## src/rtl/instr_sequencer.sv

```systemverilog
// ============================================================================
// Module      : instr_sequencer
// Description : PC sequencer with zero flag, CALL/RET return stack, fault trap
// Revision    : 1.0
// ============================================================================
`default_nettype none

module instr_sequencer #(
    parameter int PC_W        = 10,
    parameter int STACK_DEPTH = 4
) (
    input  logic                             clk,
    input  logic                             reset,
    input  logic                             s_inc,
    input  logic                             wez,
    input  logic                             alu_zero,
    input  logic [1:0]                       jmp_type,
    input  logic                             ret,
    input  logic [PC_W-1:0]                  jmp_addr,
    input  logic                             imem_ready,
    output logic [PC_W-1:0]                  pc,
    output logic                             fetch_req,
    output logic                             zero_flag,
    output logic [$clog2(STACK_DEPTH+1)-1:0] depth,
    output logic                             fault
);

    localparam int C_DW = $clog2(STACK_DEPTH+1);
    localparam int C_AW = (STACK_DEPTH > 1) ? $clog2(STACK_DEPTH) : 1;

    localparam logic [1:0] S_IDLE  = 2'd0;
    localparam logic [1:0] S_RUN   = 2'd1;
    localparam logic [1:0] S_FAULT = 2'd2;

    logic [1:0]      r_state;
    logic [PC_W-1:0] r_pc;
    logic            r_zero_flag;
    logic [C_DW-1:0] r_depth;
    logic            r_fault;
    logic [PC_W-1:0] r_stack [STACK_DEPTH];

    logic            w_retire;
    logic [PC_W-1:0] w_pc_inc;
    logic [PC_W-1:0] w_pc_next;
    logic            w_push;
    logic            w_pop;
    logic            w_fault_ev;
    logic [C_DW-1:0] w_depth_m1;
    logic [C_AW-1:0] w_top_idx;
    logic [C_AW-1:0] w_push_idx;
    logic            w_empty;
    logic            w_full;

    assign w_retire   = (r_state == S_RUN) && imem_ready;
    assign w_pc_inc   = r_pc + PC_W'(1);
    assign w_depth_m1 = r_depth - C_DW'(1);
    assign w_top_idx  = w_depth_m1[C_AW-1:0];
    assign w_push_idx = r_depth[C_AW-1:0];
    assign w_empty    = (r_depth == '0);
    assign w_full     = (r_depth == C_DW'(STACK_DEPTH));

    // Conditional jumps test the flag as it stood before this edge.
    always_comb begin
        w_pc_next  = w_pc_inc;
        w_push     = 1'b0;
        w_pop      = 1'b0;
        w_fault_ev = 1'b0;
        if (ret) begin
            if (w_empty) begin
                w_fault_ev = 1'b1;
            end else begin
                w_pop     = 1'b1;
                w_pc_next = r_stack[w_top_idx];
            end
        end else if (!s_inc) begin
            case (jmp_type)
                2'b00: w_pc_next = jmp_addr;
                2'b01: if (r_zero_flag)  w_pc_next = jmp_addr;
                2'b10: if (!r_zero_flag) w_pc_next = jmp_addr;
                default: begin
                    if (w_full) begin
                        w_fault_ev = 1'b1;
                    end else begin
                        w_push    = 1'b1;
                        w_pc_next = jmp_addr;
                    end
                end
            endcase
        end
    end

    always_ff @(posedge clk) begin
        if (reset) begin
            r_state     <= S_IDLE;
            r_pc        <= '0;
            r_zero_flag <= 1'b0;
            r_depth     <= '0;
            r_fault     <= 1'b0;
        end else begin
            case (r_state)
                S_IDLE: r_state <= S_RUN;
                S_RUN: begin
                    if (w_retire) begin
                        if (w_fault_ev) begin
                            r_state <= S_FAULT;
                            r_fault <= 1'b1;
                        end else begin
                            r_pc <= w_pc_next;
                            if (wez)    r_zero_flag <= alu_zero;
                            if (w_push) r_depth     <= r_depth + C_DW'(1);
                            if (w_pop)  r_depth     <= w_depth_m1;
                        end
                    end
                end
                S_FAULT: r_state <= S_FAULT;
                default: r_state <= S_IDLE;
            endcase
        end
    end

    // Stack contents need no reset; occupancy is tracked by r_depth.
    always_ff @(posedge clk) begin
        if (!reset && w_retire && w_push) begin
            r_stack[w_push_idx] <= w_pc_inc;
        end
    end

    assign pc        = r_pc;
    assign fetch_req = (r_state == S_RUN);
    assign zero_flag = r_zero_flag;
    assign depth     = r_depth;
    assign fault     = r_fault;

endmodule

`default_nettype wire

```

## config.mk

```make
export PLATFORM = sky130hd
export DESIGN_NAME = instr_sequencer
export DESIGN_NICKNAME = d
export VERILOG_FILES = /design/src/rtl/instr_sequencer.sv
export SDC_FILE = /design/constraint.sdc
export NUM_CORES = 1
export LEC_CHECK = 0
export CAP_MARGIN = 20
export CELL_PAD_IN_SITES_DETAIL_PLACEMENT = 1
export CELL_PAD_IN_SITES_GLOBAL_PLACEMENT = 2
export CORE_UTILIZATION = 34
export DETAILED_ROUTE_END_ITERATION = 10
export PLACE_DENSITY = 0.83
export SETUP_SLACK_MARGIN = 0.02
export SLEW_MARGIN = 5
export SYNTH_ARGS = -nofsm -noshare
export SYNTH_HDL_FRONTEND = slang
export SYNTH_SLANG_ARGS = --single-unit
```

## constraint.sdc

```tcl
create_clock -name clk -period 2.22 [get_ports clk]
set_clock_uncertainty 0.2 [all_clocks]
set_input_delay 0.444 -clock clk [delete_from_list [all_inputs] [get_ports clk]]
set_output_delay 0.444 -clock clk [all_outputs]
set_load 0.005 [all_outputs]
```

**After elaboration in Yosys (flattened, before gate mapping)**

Memory sizes are Yosys's and may differ from the RTL's.
Index checks and enable logic that the tools add are counted.

- Latch bits: 0
- Register bits: 17
- ROM bits: 0
- Input bits: 19
- Output and inout port bits: 16
- Memories kept: 1
- Memory bits (writable): 40

Memory list:

| memory | depth | bits a word | read ports | clocked after Yosys merged registers in | wr ports | RTL line | source |
|---|---|---|---|---|---|---|---|
| r_stack | 4 | 10 | 1 | 0 | 1 | 40 | `logic [PC_W-1:0] r_stack [STACK_DEPTH];` |

- Eq/ne operators: 7
- Add/subtract/negate cells: 3
- $lt $le $gt $ge: 0
- Shifts and indexed selects: 0
- Muxes and demuxes: 25
- Multipliers: 0
- Reductions and logical operators: 14
- Bitwise gates (word level): 1
- Div/mod/pow operators: 0

Operators with widths:

| kind | count |
|---|---|
| two-way mux 10 bit | 6 |
| case mux 10 bit (3 select lines) | 1 |
| two-way mux 1 bit | 13 |
| adder 10 x 1 -> 10 bit (second input constant) | 1 |
| AND reduction 4 bit | 2 |
| two-way mux 3 bit | 2 |
| case mux 2 bit (3 select lines) | 1 |
| AND reduction 3 bit | 2 |
| == test 2 x 1 -> 1 bit (second input constant) | 2 |
| == test 2 bit (second input constant) | 2 |
| logical NOT 2 bit | 2 |
| two-way mux 2 bit | 2 |
| != test 2 x 1 -> 1 bit (second input constant) | 2 |
| adder 3 x 1 -> 3 bit (second input constant) | 1 |
| == test 3 bit (second input constant) | 1 |
| logical AND 1 bit | 3 |
| logical NOT 3 bit | 1 |
| OR reduction 3 bit | 1 |
| subtractor 3 x 1 -> 3 bit (second input constant) | 1 |
| AND reduction 2 bit | 1 |
| nonzero test 2 bit | 1 |
| logical NOT 1 bit | 1 |
| NOT 1 bit | 1 |

**Depth between registers and ports, before layout**

Gate-level depths: netlist (run 1).

- Word-level depth: 8
- Mapped depth: 9
- Gate-level depth less buffers: 7

**Least setup slack after synthesis (run 1)**

OpenSTA, ideal clock, no wires.

- Path type: register to register
- From: register r_depth[0] (netlist: depth[0])
- To: memory r_stack[0][0], enable pin
- Stages on the path, launching flop included: 8
- Data arrival time: 1931 ps
- Path slack: -254 ps
- Clock period less this slack: 2474 ps
- Library setup time: 343 ps
- Cell sequence: dfxtp_1 -> buf_2 -> inv_1 -> ha_1 -> nand2_1 -> nand2_1 -> nor3_1 -> and2_1

- Longest elaborated chain between the ends: 8

Ends and longest elaborated chain:

| item | RTL line | source |
|---|---|---|
| start: declaration | 38 | `logic [C_DW-1:0] r_depth;` |
| start signal: assignment | 110 | `if (w_push) r_depth <= r_depth + C_DW'(1);` |
| start signal: assignment | 111 | `if (w_pop) r_depth <= w_depth_m1;` |
| == test 3 bit | 60 | `assign w_full = (r_depth == C_DW'(STACK_DEPTH));` |
| two-way mux 1 bit | 81 | `if (w_full) begin` |
| two-way mux 1 bit | 76 | `case (jmp_type)` |
| two-way mux 1 bit | 75 | `end else if (!s_inc) begin` |
| two-way mux 1 bit | 68 | `if (ret) begin` |
| logical AND 1 bit | 123 | `if (!reset && w_retire && w_push) begin` |
| two-way mux 1 bit | 123 |  |
| two-way mux 1 bit (not written as such) | 124 | `r_stack[w_push_idx] <= w_pc_inc;` |
| end: declaration | 40 |  |

Several ways; a longest one is shown, not always the timed one.

**Final worst setup path (run 1)**

- From: input port ret
- To: memory r_stack[0][3], enable pin

- Longest elaborated chain between the ends: 4

Ends and longest elaborated chain:

| item | RTL line | source |
|---|---|---|
| start: declaration | 18 | `input logic ret,` |
| two-way mux 1 bit | 68 |  |
| logical AND 1 bit | 123 |  |
| two-way mux 1 bit | 123 |  |
| two-way mux 1 bit (not written as such) | 124 |  |

Every way passes these cells.

==> results.py, run 1 <==
metrics = {
    "final_layout": {
        "nFillCells": 846,
        "num_antenna_cells": 0,
        "final_cell_area_mm2": 0.00370,
        "final_common_cell": "edfxtp_1",
        "fin_nets": 312,
        "drive_gt1_share_pct": 26.6,
        "final_cell_mix": "edfxtp_1 (40), clkdlybuf4s50_1 (32), buf_4 (30)",
        "syn_to_final_growth_pct": 30.4,
    },
    "critical_path": {
        "r2r-start": "depth[0]",
        "path_max_fanout": 10,
        "cp-start-kind": "input pin",
        "reg2reg_depth": 7,
        "arrival_ps": 2000,
        "rrSetupSlack_ps": 120,
        "critPathKind": "in2reg",
        "reg2reg_to": "pc[1]",
        "crit_required_ps": 2060,
        "end_kind": "flop",
    },
    "sta": {
        "tns_ps": 0,
        "slew_headroom_pct": 69.7,
        "fin_crit_ps": 2160,
        "tightest_slew_ps": 451,
        "maxSlewViolCount": 0,
        "fin_crit_sh_pct": 97.5,
        "setup_viol": 0,
        "rsz0062_at_grt": "true",
        "fmax_mhz": 462,
        "finalHoldViolCount": 0,
    },
    "placement": {
        "gp_congestion": 0.746,
        "hpwl_mm": 5.37,
        "io_buffer_count": 34,
        "place_area_mm2": 0.00348,
    },
    "synth": {
        "synth_top_area_share_pct": 42.3,
        "ys_top_cells_by_area": "edfxtp_1 (42%), dfxtp_1 (12%), mux4_2 (7.9%)",
        "synth-seq-cells": 57,
        "synth_flop_cell": "edfxtp_1",
        "avgSynthCellArea_um2": 13.0,
        "synth_nets": 246,
        "yosysUniqueCellTypes": 53,
        "ys_seq_area_share_pct": 54.3,
        "synth-async-reset-ratio_pct": 0,
        "syn_area_mm2": 0.00284,
        "yosysWarnings": 0,
        "synth_area_leader_cell": "edfxtp_1",
        "synthCells": 219,
        "synth-edff-count": 40,
    },
    "die": {
        "coreArea_mm2": 0.00789,
        "die_w_um": 93.4,
        "start_util_pct": 36.0,
        "die_area_mm2": 0.00872,
        "fp.dieH_um": 93.4,
        "fp-row-count": 32,
        "io-pin-count": 35,
    },
    "drt": {
        "num_vias": 2025,
        "drt_first_pass_iters": 4,
        "wl_mm": 7.34,
        "drcViolationCount": 0,
        "routed_via_density": 5.18,
        "drtIter0Drc": 111,
        "ant_nets": 0,
        "wl_per_cell_um": 18.8,
    },
    "grt": {
        "grt_pass1_wl_mm": 11.7,
        "antenna_found_initial": 0,
        "globalRouteOverflowTotal": 0,
        "grt_pass1_vias": 2210,
        "grtUsageTotal_pct": 18.4,
        "grt_max_degree": 19,
    },
    "worst_hold_path": {
        "min_path_type": "reg2reg",
        "holdPathEnd": "fault",
        "hp-start": "fault",
        "min_path_cells": 2,
    },
    "clock_tree": {
        "cts.sinks": 57,
        "cts_buffers": 9,
        "h-tree-depth": 3,
        "ctsLongestPathBuffers": 2,
        "cts_tree": "done",
        "cts_root_buf": "clkbuf_8",
        "postCtsSetupRepairBufs": 0,
        "clk_latency_ps": 340,
        "path_clk_slew_ps": 60,
    },
    "power": {
        "peakVddDrop_v": 0.000417,
        "p_leak_nw": 1.32,
        "power_density_mw_per_mm2": 733,
    },
    "status": {
        "status": "finished clean",
    },
    "flow_run": {
        "drv_cap": 0,
    },
}
-- power breakdown --
group	switching [mW]	leakage (nW)	total, mW	internal, mW
clock	0.400	0.0966	0.934	0.535
sequential	0.0473	0.506	1.25	1.21
combinational	0.256	0.718	0.528	0.272
total	0.703	1.32	2.72	2.01
-- final cells by class --
cell class,instances,area [um2],share of cell area [%]
Multi-Input combinational cell,139,1210,32.6
Timing Repair Buffer,66,593,16.0
Inverter,12,45.0,1.22
Tap cell,102,128,3.45
Sequential cell,57,1550,41.7
Clock buffer,11,141,3.82
Clock inverter,4,43.8,1.18
-- flip-flops by register name, summed over array words and instances (netlist names) --
register and flops:
fault 1, pc 10, r_state 2, depth 3, zero_flag 1, r_stack 40
-- worst max path at each step --
stage | start | to | depth (start not counted)
floorplan | depth[0] | depth[0] | 9
CTS | jmp_type[0] | r_stack[3][7] | 5
global placement | jmp_type[0] | r_stack[2][2] | 5
detailed placement | jmp_type[0] | r_stack[0][3] | 5
global route | ret | r_stack[0][3] | 5
finish | ret | r_stack[0][3] | 5
-- worst max-delay path: stages --
cell and delay (ps):
clkdlybuf4s50_1 430, and4bb_4 390, nand2_1 100, nor3_2 320, and2_4 310
-- metrics by stage --
| step | total power [mW] | utilization, % | std cells | hold WS (ps) | setup WS (ps) |
|---|---|---|---|---|---|
| floorplan | 1.54 | - | 219 | 263 | 53.2 |
| global placement | 1.78 | 44.1 | 376 | 256 | -392 |
| detailed placement | 1.80 | 44.1 | 376 | 270 | -485 |
| CTS | 2.74 | 46.5 | 391 | 285 | -22.2 |
| global route | 2.84 | 46.9 | 391 | 311 | 4.28 |
| finish | 2.72 | 46.9 | 391 | 280 | 56.2 |
-- cell usage after synthesis, types with 3 or more instances --
library cell / instances
inv_1: 12
and2_1: 7
o21ai_0: 3
nor2_1: 18
a31oi_1: 3
nor3_1: 3
nor3b_1: 3
a221oi_1: 3
a211o_1: 3
nand2_1: 9
mux4_2: 10
mux2i_1: 6
xnor2_1: 7
buf_6: 4
clkbuf_1: 4
nand3_1: 5
a211oi_1: 4
dfxtp_1: 17
ha_1: 8
a21oi_1: 11
edfxtp_1: 40
-- repair_timing --
item                                   CTS  global route
pin swaps                                0             2
resized for setup                        3            11
setup endpoints to repair               42            48
endpoints found under the hold margin    0             0
hold buffers                             0             0
-- metal layers --
layer  global-route usage (%)  part of all wire (%)
met1                     22.7                    47
met2                     31.6                    49
met5                        0                     0
met3                     4.88                   3.5
met4                     5.00                  0.94
-- cells by family (layout without fill, tap and decap cells) --
| family | count (synthesis) | in the layout | share of synthesized area (%) |
|---|---|---|---|
| AND/OR/NAND/NOR | 58 | 58 | 10.9 |
| flip-flops | 57 | 57 | 54.3 |
| buffers and inverters | 23 | 93 | 4.32 |
| multiplexers | 19 | 19 | 11.4 |
| XOR/XNOR | 9 | 9 | 2.78 |
| adder cells (fa/ha/maj) | 8 | 8 | 3.53 |
| AO/OA/AOI/OAI | 45 | 45 | 12.8 |
Note: power is estimated with default switching activity, not from simulation.
==> run 2, diff against run 1 <==
- GPL_TIMING_DRIVEN: default -> 0
==> run 2 against run 1 <==
Cell count decreased by 2.3%; die area unchanged; sequential share of layout area increased by 0.43 points; clock power about the same; register-to-register slack got worse by 30 ps; worst hold slack improved by 8.9 ps; global-route usage increased by 0.89 points.
==> results.py, run 2 (synthesis results as in run 1) <==
metrics = {
    "status": {
        "status": "finished clean",
    },
    "drt": {
        "drtIter0Drc": 123,
        "ant_nets": 0,
        "drt_first_pass_iters": 4,
        "num_vias": 2039,
        "wl_per_cell_um": 20.0,
        "drcViolationCount": 0,
        "wl_mm": 7.65,
        "routed_via_density": 5.34,
    },
    "critical_path": {
        "crit_required_ps": 2220,
        "cp_num_buf_inv": 3,
        "end_kind": "flop",
        "path_max_fanout": 8,
        "slowest_delay_ps": 450,
        "path_delay_family": "compound AO/OA/AOI/OAI gates",
        "cp-start-kind": "flop",
        "critPathKind": "reg2reg",
        "arrival_ps": 2130,
        "cp_slowest_cell": "a221o_1",
        "path_cells": "buf_12 -> inv_2 -> ha_4 -> and2_4 -> a221o_1 -> buf_6 -> a21oi_2 -> xnor2_1 -> nor2_1",
    },
    "power": {
        "peakVddDrop_v": 0.000458,
        "p_leak_nw": 1.29,
        "total_power_mw": 2.68,
        "power_density_mw_per_mm2": 732,
    },
    "sta": {
        "setup_viol": 0,
        "slew_headroom_pct": 53.8,
        "fmax_mhz": 470,
        "finalHoldViolCount": 0,
        "fin_crit_ps": 2130,
        "fin_crit_sh_pct": 95.8,
        "finalWorstSetupSlack_ps": 92.7,
        "maxSlewViolCount": 0,
        "rsz0062_at_grt": "false",
        "tightest_slew_ps": 693,
        "tns_ps": 0,
    },
    "final_layout": {
        "num_antenna_cells": 0,
        "syn_to_final_growth_pct": 29.2,
        "fin_nets": 302,
        "largest_register_ffs": 40,
        "final_cell_mix": "edfxtp_1 (40), clkdlybuf4s50_1 (29), nor2_1 (18)",
        "regMostFlops": "r_stack",
        "fin_util_pct": 46.5,
        "instances_no_fill": 382,
        "drive_gt1_share_pct": 26.1,
        "final_common_cell": "edfxtp_1",
    },
    "grt": {
        "grt_max_degree": 11,
        "grtUsageTotal_pct": 19.2,
        "grt_pass1_wl_mm": 12.0,
        "antenna_found_initial": 0,
        "globalRouteOverflowTotal": 0,
        "grt_pass1_vias": 2056,
    },
    "clock_tree": {
        "clk_latency_ps": 330,
        "ctsLongestPathBuffers": 2,
        "cts.sinks": 57,
        "cts_hold_buf": 0,
        "path_clk_slew_ps": 70,
        "cts_root_buf": "clkbuf_8",
        "h-tree-depth": 3,
        "cts_tree": "done",
        "cts_buffers": 9,
    },
    "placement": {
        "gp_congestion": 0.768,
        "dp.cells": 353,
        "hpwl_mm": 4.81,
        "io_buffer_count": 32,
        "dp_slack_ps": -662,
    },
    "die": {
        "die_w_um": 93.4,
        "die_area_mm2": 0.00872,
        "fp.dieH_um": 93.4,
        "coreArea_mm2": 0.00789,
        "start_util_pct": 36.0,
        "fp-row-count": 32,
        "io-pin-count": 35,
    },
    "flow_run": {
        "drv_cap": 0,
    },
    "worst_hold_path": {
        "min_path_type": "reg2reg",
    },
}
run 2: layout make-up:
cell class	count	area, um2
inverters	12	45.0
fillers	825	4220
clock buffers	11	131
plain buffers	10	95.1
repair buffers	42	392
flip-flops and latches	57	1550
multi-input cells	143	1270
clock inverters	5	56.3
well taps	102	128
run 2: worst min-delay path: cells and delay by family (launching register included):
| kind | cells | cell delay (ps) |
|---|---|---|
| flops | 1 | 340 |
| simple gates | 1 | 70 |
| compound gates | 1 | 50 |
run 2: where the power goes:
| group | internal, mW | total [mW] | switching [mW] | leakage [nW] |
|---|---|---|---|---|
| clock | 0.517 | 0.937 | 0.421 | 0.0933 |
| combinational | 0.244 | 0.485 | 0.240 | 0.689 |
| sequential | 1.21 | 1.26 | 0.0560 | 0.507 |
| total | 1.97 | 2.68 | 0.717 | 1.29 |
run 2: final timing paths:
| path | from | end | slack [ps] | depth (start not counted) |
|---|---|---|---|---|
| setup / recovery | depth[0] | depth[0] | 90 | 9 |
| hold / removal | fault | fault | 290 | 2 |
| setup reg to reg | depth[0] | depth[0] | 90 | 9 |
| hold reg to reg | fault | fault | 290 | 2 |
run 2: what timing repair did:
item                       CTS  global route
setup endpoints to repair   55            10
gates resized for setup     23             6
pin swaps                    8             4
cloned                       5             0
buffers inserted             7             2
run 2: per-layer routing:
layer	share of wire, %	GRT usage, %	vias up
met1	47	26.5	1035
met4	1.1	5.64	0
met5	0	0	-
met2	48	30.2	49
li1	-	-	945
met3	4.2	4.47	10
run 2: metrics by stage:
step | hold WS [ps] | area, um2
2_1_floorplan | 263 | 2860
3_3_place_gp | 259 | 3310
3_5_place_dp | 282 | 3310
4_1_cts | 301 | 3630
5_1_grt | 332 | 3670
6_report | 289 | 3670
